--- src/rtl/matrix_transpose_loader_pkg.sv ---
// Shared types and helpers for the B-matrix transpose loader and the
// multiplier sequencer that reuses its index counter.
package matrix_transpose_loader_pkg;

  localparam int unsigned FLOAT_W = 32;

  typedef enum logic {
    ST_LOAD = 1'b0,
    ST_FULL = 1'b1
  } state_e;

  // Flat slot of element B[r][c] inside B_T (B_T is N rows of M words).
  function automatic int unsigned tidx(input int unsigned r,
                                       input int unsigned c,
                                       input int unsigned m);
    return c * m + r;
  endfunction

endpackage

--- src/rtl/matrix_index_counter.sv ---
// Row-major r/c wrap counter with synchronous clear and a last-position flag.
module matrix_index_counter #(
  parameter  int unsigned ROWS = 2,
  parameter  int unsigned COLS = 2,
  localparam int unsigned RW   = (ROWS > 1) ? $clog2(ROWS) : 1,
  localparam int unsigned CW   = (COLS > 1) ? $clog2(COLS) : 1
) (
  input  logic          clk,
  input  logic          rst_n,
  input  logic          i_clear,
  input  logic          i_advance,
  output logic [RW-1:0] o_row,
  output logic [CW-1:0] o_col,
  output logic          o_last_c
);

  logic [RW-1:0] r_row;
  logic [CW-1:0] r_col;

  // Clear wins over advance; column wraps into the row counter.
  always_ff @(posedge clk or negedge rst_n) begin
    if (!rst_n) begin
      r_row <= '0;
      r_col <= '0;
    end else if (i_clear) begin
      r_row <= '0;
      r_col <= '0;
    end else if (i_advance) begin
      if (r_col == CW'(COLS - 1)) begin
        r_col <= '0;
        r_row <= (r_row == RW'(ROWS - 1)) ? '0 : r_row + RW'(1);
      end else begin
        r_col <= r_col + CW'(1);
      end
    end
  end

  assign o_row    = r_row;
  assign o_col    = r_col;
  assign o_last_c = (r_row == RW'(ROWS - 1)) && (r_col == CW'(COLS - 1));

endmodule

--- src/rtl/matrix_transpose_loader.sv ---
// Accepts B row-major on a valid/ready stream and presents it transposed as a
// flat B_T bus, held stable until the downstream multiplier takes it.
module matrix_transpose_loader
  import matrix_transpose_loader_pkg::*;
#(
  parameter int unsigned M = 2,
  parameter int unsigned N = 2
) (
  input  logic                     clk,
  input  logic                     rst_n,
  input  logic [FLOAT_W-1:0]       in_data,
  input  logic                     in_valid,
  output logic                     in_ready,
  input  logic                     in_last,
  output logic [FLOAT_W*M*N-1:0]   B_T,
  output logic                     out_valid,
  input  logic                     out_ready,
  output logic                     err
);

  localparam int unsigned RW = (M > 1) ? $clog2(M) : 1;
  localparam int unsigned CW = (N > 1) ? $clog2(N) : 1;

  state_e                   r_state;
  state_e                   w_state_nxt;
  logic                     r_err;
  logic                     w_err_nxt;
  logic [FLOAT_W*M*N-1:0]   r_bt;
  logic                     w_we;
  logic                     w_clear;
  logic                     w_advance;
  logic [RW-1:0]            w_row;
  logic [CW-1:0]            w_col;
  logic                     w_last;
  logic [31:0]              w_slot;

  matrix_index_counter #(
    .ROWS (M),
    .COLS (N)
  ) u_idx (
    .clk       (clk),
    .rst_n     (rst_n),
    .i_clear   (w_clear),
    .i_advance (w_advance),
    .o_row     (w_row),
    .o_col     (w_col),
    .o_last_c  (w_last)
  );

  assign w_slot = tidx(32'(w_row), 32'(w_col), M);

  always_ff @(posedge clk or negedge rst_n) begin
    if (!rst_n) begin
      r_state <= ST_LOAD;
      r_err   <= 1'b0;
    end else begin
      r_state <= w_state_nxt;
      r_err   <= w_err_nxt;
    end
  end

  // Early in_last drops the element and restarts; a final element without
  // in_last still completes the matrix but is flagged.
  always_comb begin
    w_state_nxt = r_state;
    w_err_nxt   = 1'b0;
    w_we        = 1'b0;
    w_clear     = 1'b0;
    w_advance   = 1'b0;
    case (r_state)
      ST_LOAD: begin
        if (in_valid) begin
          if (in_last && !w_last) begin
            w_clear   = 1'b1;
            w_err_nxt = 1'b1;
          end else begin
            w_we      = 1'b1;
            w_advance = 1'b1;
            if (w_last) begin
              w_state_nxt = ST_FULL;
              w_err_nxt   = !in_last;
            end
          end
        end
      end
      ST_FULL: begin
        if (out_ready) begin
          w_state_nxt = ST_LOAD;
        end
      end
    endcase
  end

  // Scatter each accepted word straight into its transposed slot.
  always_ff @(posedge clk or negedge rst_n) begin
    if (!rst_n) begin
      r_bt <= '0;
    end else begin
      for (int unsigned i = 0; i < M * N; i++) begin
        if (w_we && (w_slot == i)) begin
          r_bt[i*FLOAT_W +: FLOAT_W] <= in_data;
        end
      end
    end
  end

  assign in_ready  = (r_state == ST_LOAD);
  assign out_valid = (r_state == ST_FULL);
  assign err       = r_err;
  assign B_T       = r_bt;

endmodule
--- config.mk ---
export PLATFORM = sky130hd
export DESIGN_NAME = matrix_transpose_loader
export DESIGN_NICKNAME = d
export VERILOG_FILES = /design/src/rtl/matrix_transpose_loader_pkg.sv /design/src/rtl/matrix_index_counter.sv /design/src/rtl/matrix_transpose_loader.sv
export SDC_FILE = /design/constraint.sdc
export NUM_CORES = 1
export LEC_CHECK = 0
export ABC_AREA = 1
export CAP_MARGIN = 20
export CORE_ASPECT_RATIO = 0.75
export CORE_UTILIZATION = 25
export DETAILED_ROUTE_END_ITERATION = 8
export GPL_ROUTABILITY_DRIVEN = 0
export PLACE_DENSITY = 0.53
export SLEW_MARGIN = 10
export SYNTH_ARGS = -nofsm -noshare
export SYNTH_HDL_FRONTEND = slang
export SYNTH_SLANG_ARGS = --single-unit
--- constraint.sdc ---
create_clock -name clk -period 2.1 [get_ports clk]
set_input_delay 0.42 -clock clk [delete_from_list [all_inputs] [get_ports clk]]
set_output_delay 0.42 -clock clk [all_outputs]
set_load 0.02 [all_outputs]
==> results.py, run 1 <==
metrics = {
    "critical_path": {
        "cp_data_required_time_ns": 1.68,
        "crit_path_start_kind": "register",
        "cp.buffers_inverters": 2,
        "crit_fanout": 4,
        "crit_family": "buffers and inverters",
        "worstPathArrival_ns": 1.61,
        "slowest_delay_ns": 0.61,
        "crit_path_top_delay_cell": "clkdlybuf4s50_1",
        "crit_chain": "inv_2 > clkdlybuf4s50_1",
        "worstSetupEndpointType": "primary output",
        "worst-setup-path-type": "reg -> out",
        "r2r_slack_ns": 0.41,
    },
    "layout": {
        "instances_no_fill": 1050,
        "multiInputGateArea_mm2": 0.00181,
        "diodes": 0,
        "seq_area_mm2": 0.00330,
        "drive_gt1_share_pct": 8.92,
        "area_growth_pct": 48.9,
        "fillers": 2106,
        "post-route-util_pct": 38.2,
        "layout.nets": 787,
    },
    "place": {
        "dp.cells": 1017,
        "io_buffers": 167,
        "hpwl_mm": 11.8,
    },
    "power": {
        "seqPwrFrac_pct": 32.1,
        "p_comb_share_pct": 45.7,
        "peakVddDrop_uv": 618,
        "pwr-share-clk_pct": 22.2,
        "leakagePower_nw": 3.90,
        "p_sw_share_pct": 39.2,
        "p_int_w": 0.00838,
        "power_density_mw_per_mm2": 1700,
        "power.switching_w": 0.00541,
    },
    "yosys": {
        "synth_top_area_cell": "dfrtp_1",
        "ys_warn_count": 0,
        "synthCells": 578,
        "syn-num-nets": 616,
        "netlist_top_cells_count": "nand2_1, dfrtp_1, nand3_1",
        "synth_cell_types": 20,
        "synth_edf_count": 0,
        "syn_area_mm2": 0.00545,
        "syn-mean-instance-area_um2": 9.42,
        "ys_async_sr_fraction_pct": 100,
        "synth.area.top_cells": "dfrtp_1, nand2_1, nand3_1",
        "yosysSeqAreaShare_pct": 60.6,
        "yosysTopAreaCellShare_pct": 60.6,
        "synth.most_common_cell": "nand2_1",
        "synth_seq_cells": 132,
        "ys.flop_type": "dfrtp_1",
    },
    "timing": {
        "finalCriticalPeriod_ns": 2.03,
        "drv_slew": 0,
        "max_slew_margin_pct": 63.4,
        "clock.fmax_mhz": 492,
        "worstMarginPinSlew_ns": 0.549,
        "finClkSkew_ns": 0.00858,
        "rsz0062_at_grt": "false",
        "hold_ws_ns": 0.448,
        "hold_viol": 0,
        "min_period_over_period_pct": 96.9,
        "setup_violations": 0,
        "tns_ns": 0,
    },
    "clocking": {
        "cts.path.max_buffers": 2,
        "clk_pin_slew_worst_paths_ns": 0.06,
        "htreeDepth": 4,
        "numCtsBuffers": 17,
        "cts_setup_buffers": 0,
        "root_buffer": "clkbuf_16",
        "clock_latency_ns": 0.41,
        "cts_tree": "built",
        "cts_sinks": 132,
    },
    "routing": {
        "viasPerCell": 4.34,
        "totalWireLength_mm": 17.5,
        "num_vias": 4556,
        "drt_pass1_iterations": 4,
        "drc": 0,
        "ant_nets": 0,
        "detail_route.iter0.violations": 257,
        "post_drt_wl_per_cell_um": 16.7,
    },
    "global_routing": {
        "grt_pass1_wl_mm": 27.0,
        "first_global_vias": 4523,
        "grt_max_degree": 55,
        "antenna_found_initial": 0,
        "grt_remaining_overflow": 0,
        "track_usage_pct": 16.3,
    },
    "die": {
        "core_area_mm2": 0.0212,
        "fp.dieW_um": 172,
        "fp-row-count": 46,
        "die_y_um": 130,
        "die_area_mm2": 0.0224,
        "start_util_pct": 25.6,
        "num_io_pins": 168,
    },
    "hold_path": {
        "holdCritPathClass": "in -> async",
    },
    "flow_run": {
        "max-cap-violations": 0,
    },
    "status": {
        "status": "finished clean",
    },
}
==> cell usage in the layout, fill, tap and decap left out, types with 3 or more instances in the layout <==
master | synthesis | final
clkbuf_16 | 0 | 17
bufinv_16 | 0 | 3
clkdlybuf4s50_1 | 0 | 166
buf_12 | 0 | 13
clkinv_2 | 0 | 4
nand4_1 | 32 | 32
nand3_1 | 65 | 65
inv_2 | 3 | 3
nand2_1 | 290 | 290
nor2_8 | 3 | 3
dfrtp_1 | 132 | 131
buf_4 | 6 | 9
clkinvlp_4 | 0 | 3
clkinv_4 | 0 | 3
nand3_4 | 4 | 4
==> metal layers <==
layer | up-vias | GRT usage, % | wire length (um)
met5 | - | 0 | 0
met4 | 0 | 4.22 | 132
met3 | 14 | 5.40 | 1380
met2 | 138 | 24.4 | 7760
met1 | 2198 | 22.5 | 8270
li1 | 2206 | - | -
==> layout make-up <==
cell class,instances,share of cell area [%]
inverters,5,0.231
flip-flops and latches,132,40.7
repair buffers,190,24.8
clock inverters,13,1.96
clock buffers,19,5.46
multi-input cells,403,22.4
well taps,288,4.44
==> path summary, 6_finish.rpt <==
check,startpoint,to,cells after the start
max,out_valid$_DFF_PN0_,in_ready,2
min,rst_n,B_T[118]$_DFFE_PN0P_,2
max reg2reg,u_idx.o_col$_DFFE_PN0P_,B_T[48]$_DFFE_PN0P_,7
min reg2reg,B_T[91]$_DFFE_PN0P_,B_T[91]$_DFFE_PN0P_,2
max in group asynchronous,rst_n,u_idx.o_row$_DFFE_PN0P_,3
min in group clk,B_T[91]$_DFFE_PN0P_,B_T[91]$_DFFE_PN0P_,2
==> kinds of logic after synthesis <==
| kind of cell | share of synthesized area (%) |
|---|---|
| buffers and inverters | 6.13 |
| AND/OR/NAND/NOR | 32.7 |
| AO/OA/AOI/OAI | 0.299 |
| adder cells (fa/ha/maj) | 0.230 |
| flip-flops | 60.6 |
==> power groups by stage <==
stage	Clock [W]	Combinational, W	Sequential [W]
after detailed placement	0	0.00637	0.00445
final	0.00306	0.00630	0.00443
after CTS	0.00313	0.00639	0.00445
after global routing	0.00326	0.00682	0.00457
after global placement	0	0.00633	0.00445
after floorplan	0	0.00178	0.00575
==> registers in the layout, summed over array words and instances (netlist names) <==
signal and flops:
B_T 128, err 1, out_valid 1, u_idx.o_col 1, u_idx.o_row 1
==> per-stage QoR <==
step	total power, W	worst slack, ns	instance area, um2
2_1_floorplan	0.00753	0.488	5450
3_3_place_gp	0.0108	0.0586	7500
3_5_place_dp	0.0108	0.0299	7500
4_1_cts	0.0140	0.0276	8110
5_1_grt	0.0147	0.00795	8110
6_report	0.0138	0.0656	8110
==> timing repair <==
action	CTS	global route
hold buffers	1	0
endpoints found under the hold margin	25	0
resized for setup	0	0
Note: power is estimated with default switching activity, not from simulation.
==> run 2, diff against run 1 <==
Settings changed: PLACE_DENSITY 0.53 to 0.55, SYNTH_HIERARCHICAL set to 1.
Clock period 2.1 ns to 1.6 ns, I/O delays scaled along.
==> results.py, run 2 <==
metrics = {
    "status": {
        "status": "finished clean",
    },
    "critical_path": {
        "crit_path_start_kind": "register",
        "worst-setup-path-type": "reg -> out",
        "r2r_slack_ns": 0.13,
        "slowest_delay_ns": 0.44,
        "crit_chain": "dlygate4sd2_1",
        "crit_fanout": 3,
        "cp_data_required_time_ns": 1.28,
        "worstSetupEndpointType": "primary output",
        "crit_path_top_delay_cell": "dfrtp_2",
        "cp.buffers_inverters": 1,
        "crit-reg2reg-launch": "u_idx/o_row$_DFFE_PN0P_",
        "reg2reg_depth": 9,
        "worstPathArrival_ns": 1.19,
        "r2r-end": "B_T[117]$_DFFE_PN0P_",
        "crit_family": "flip-flops",
    },
    "layout": {
        "drive_gt1_share_pct": 10.4,
        "post-route-util_pct": 38.5,
        "instances_no_fill": 1068,
        "diodes": 0,
        "fillers": 2114,
        "area_growth_pct": 49.0,
        "largest_reg_flops": 128,
        "mostFrequentLayoutCell": "nand2_1",
        "mostFrequentLayoutCells": "nand2_1, dfrtp_1, dlygate4sd2_1",
        "layout.nets": 814,
    },
    "place": {
        "hpwl_mm": 12.1,
        "io_buffers": 167,
        "dp.cells": 1038,
    },
    "power": {
        "seqPwrFrac_pct": 34.5,
        "peakVddDrop_uv": 753,
        "leakagePower_nw": 4.27,
        "p_sw_share_pct": 42.5,
        "p_comb_share_pct": 44.7,
        "pwr-share-clk_pct": 20.8,
        "power.switching_w": 0.00701,
        "p_int_w": 0.00950,
        "power_density_mw_per_mm2": 2090,
    },
    "timing": {
        "worstMarginPinSlew_ns": 0.419,
        "min_period_over_period_pct": 94.1,
        "finalCriticalPeriod_ns": 1.51,
        "setup_violations": 0,
        "clock.fmax_mhz": 664,
        "rsz0062_at_grt": "false",
        "drv_slew": 0,
        "max_slew_margin_pct": 72.1,
        "finClkSkew_ns": 0.00762,
        "hold_viol": 0,
    },
    "routing": {
        "dr_wl_met2_mm": 6.82,
        "num_vias": 4664,
        "drc": 0,
        "detail_route.iter0.violations": 420,
        "totalWireLength_mm": 17.6,
        "drt_pass1_iterations": 4,
        "ant_nets": 0,
        "drt-met1-wl_mm": 8.80,
        "post_drt_wl_per_cell_um": 16.4,
        "viasPerCell": 4.37,
        "highest_layer": "met4",
        "wl_met3_mm": 1.78,
    },
    "clocking": {
        "cts_sinks": 132,
        "clk_pin_slew_worst_paths_ns": 0.06,
        "clock_latency_ns": 0.42,
        "cts_tree": "built",
        "numCtsBuffers": 17,
        "cts.path.max_buffers": 2,
        "htreeDepth": 4,
        "root_buffer": "clkbuf_16",
    },
    "yosys": {
        "muxShareOfSynthArea_pct": 0,
        "synthXorXnorAreaFrac_pct": 0,
        "synthCells": 588,
        "synth_compound_area_share_pct": 0.0945,
        "synth_seq_cells": 132,
        "synthAdderAreaFrac_pct": 0.236,
        "synth_top_area_cell": "dfrtp_1",
        "ys_warn_count": 6,
        "netlist_top_cells_count": "nand2_1, dfrtp_1, nand3_1",
        "synth.most_common_cell": "nand2_1",
        "synth_edf_count": 0,
        "synth.area.top_cells": "dfrtp_1, nand2_1, nand3_1",
        "synth_cell_types": 15,
        "syn-num-nets": 626,
        "synth_top_family_by_area": "simple AND/OR/NAND/NOR gates",
        "ys.flop_type": "dfrtp_1",
        "ys_async_sr_fraction_pct": 100,
        "syn-mean-instance-area_um2": 9.01,
        "syn_area_mm2": 0.00530,
        "yosysSeqAreaShare_pct": 62.4,
        "synthSimpleGateAreaFrac_pct": 32.7,
        "yosysTopAreaCellShare_pct": 62.4,
    },
    "die": {
        "fp-row-count": 45,
        "fp.dieW_um": 170,
        "start_util_pct": 25.8,
        "die_area_mm2": 0.0218,
        "num_io_pins": 168,
        "core_area_mm2": 0.0205,
        "die_y_um": 128,
    },
    "hold_path": {
        "holdCritPathClass": "in -> async",
    },
    "global_routing": {
        "first_global_vias": 4621,
        "track_usage_pct": 16.9,
        "grt_remaining_overflow": 0,
        "grt_max_degree": 38,
        "antenna_found_initial": 0,
        "grt_pass1_wl_mm": 27.4,
    },
    "flow_run": {
        "max-cap-violations": 0,
    },
}
-- run 2: cell types whose count changed in the layout (fill, tap and decap cells not counted), moves of 20 or more --
cell,previous run,this run
nand2_1,290,263
nand4_1,32,0
nand3_1,65,129
buf_4,9,29
dlygate4sd2_1,0,130
clkdlybuf4s50_1,166,35
-- run 2: metal layers --
metal | global-route usage (%) | up-vias
met5 | 0 | -
met1 | 24.8 | 2198
li1 | - | 2260
met4 | 3.97 | 0
met2 | 22.8 | 193
met3 | 6.76 | 13
-- run 2: worst register-to-register path, delay by kind of cell (launching register included) --
kind / cells / cell delay, ns
adder cells (fa/ha/maj): 1 / 0.22
flip-flops: 1 / 0.34
AND/OR/NAND/NOR: 4 / 0.36
buffers and inverters: 4 / 0.48
-- run 2: final cells by class --
type,count,area (um2),area share (%)
clock buffers,24,472,5.98
clock inverters,5,30.0,0.380
inverters,9,33.8,0.428
multi-input cells,409,1770,22.4
flip-flops and latches,132,3300,41.9
well taps,282,353,4.47
repair buffers,207,1930,24.5
-- run 2: kinds of logic after synthesis --
kind of cell             Yosys count
adder cells (fa/ha/maj)            1
AO/OA/AOI/OAI                      1
AND/OR/NAND/NOR                  407
buffers and inverters             47
flip-flops                       132
-- run 2: worst max-delay path by stage --
stage / start / end / slack [ns] / cells past startpoint
5_1_grt: u_idx/o_row$_DFFE_PN0P_ / B_T[8]$_DFFE_PN0P_ / 0.003 / 9
3_5_place_dp: in_valid / B_T[58]$_DFFE_PN0P_ / -0.13 / 7
6_report: out_valid$_DFF_PN0_ / out_valid / 0.09 / 1
4_1_cts: out_valid$_DFF_PN0_ / in_ready / 0.006 / 2
2_1_floorplan: u_idx/o_col$_DFFE_PN0P_ / u_idx/o_row$_DFFE_PN0P_ / 0.009 / 10
3_3_place_gp: in_last / u_idx/o_col$_DFFE_PN0P_ / -0.12 / 7
-- run 2: power by group through the flow --
stage | clock (W) | sequential, W | combinational (W)
after CTS | 0.00351 | 0.00571 | 0.00750
after detailed placement | 0 | 0.00579 | 0.00850
after global placement | 0 | 0.00581 | 0.00843
after floorplan | 0 | 0.00748 | 0.00226
final | 0.00343 | 0.00570 | 0.00739
after global routing | 0.00364 | 0.00590 | 0.00810
-- run 2: metrics by stage --
| step | worst slack [ns] | TNS (ns) | instance area (um2) | power, W | hold WS, ns |
|---|---|---|---|---|---|
| 2_1_floorplan | 0.00920 | 0 | 5300 | 0.00974 | 0.0244 |
| 3_3_place_gp | -0.125 | -10.03 | 7550 | 0.0142 | 0.271 |
| 3_5_place_dp | -0.126 | -11.28 | 7550 | 0.0143 | 0.277 |
| 4_1_cts | 0.00571 | 0 | 7900 | 0.0167 | 0.406 |
| 5_1_grt | 0.00340 | 0 | 7890 | 0.0176 | 0.421 |
| 6_report | 0.0945 | 0 | 7890 | 0.0165 | 0.397 |
-- run 2: timing repair --
item,CTS,global route
hold buffers,1,0
hold endpoints to repair,31,0
endpoints found under the setup margin,131,1
pin swaps,0,0
resized for setup,133,2
setup buffers,0,0
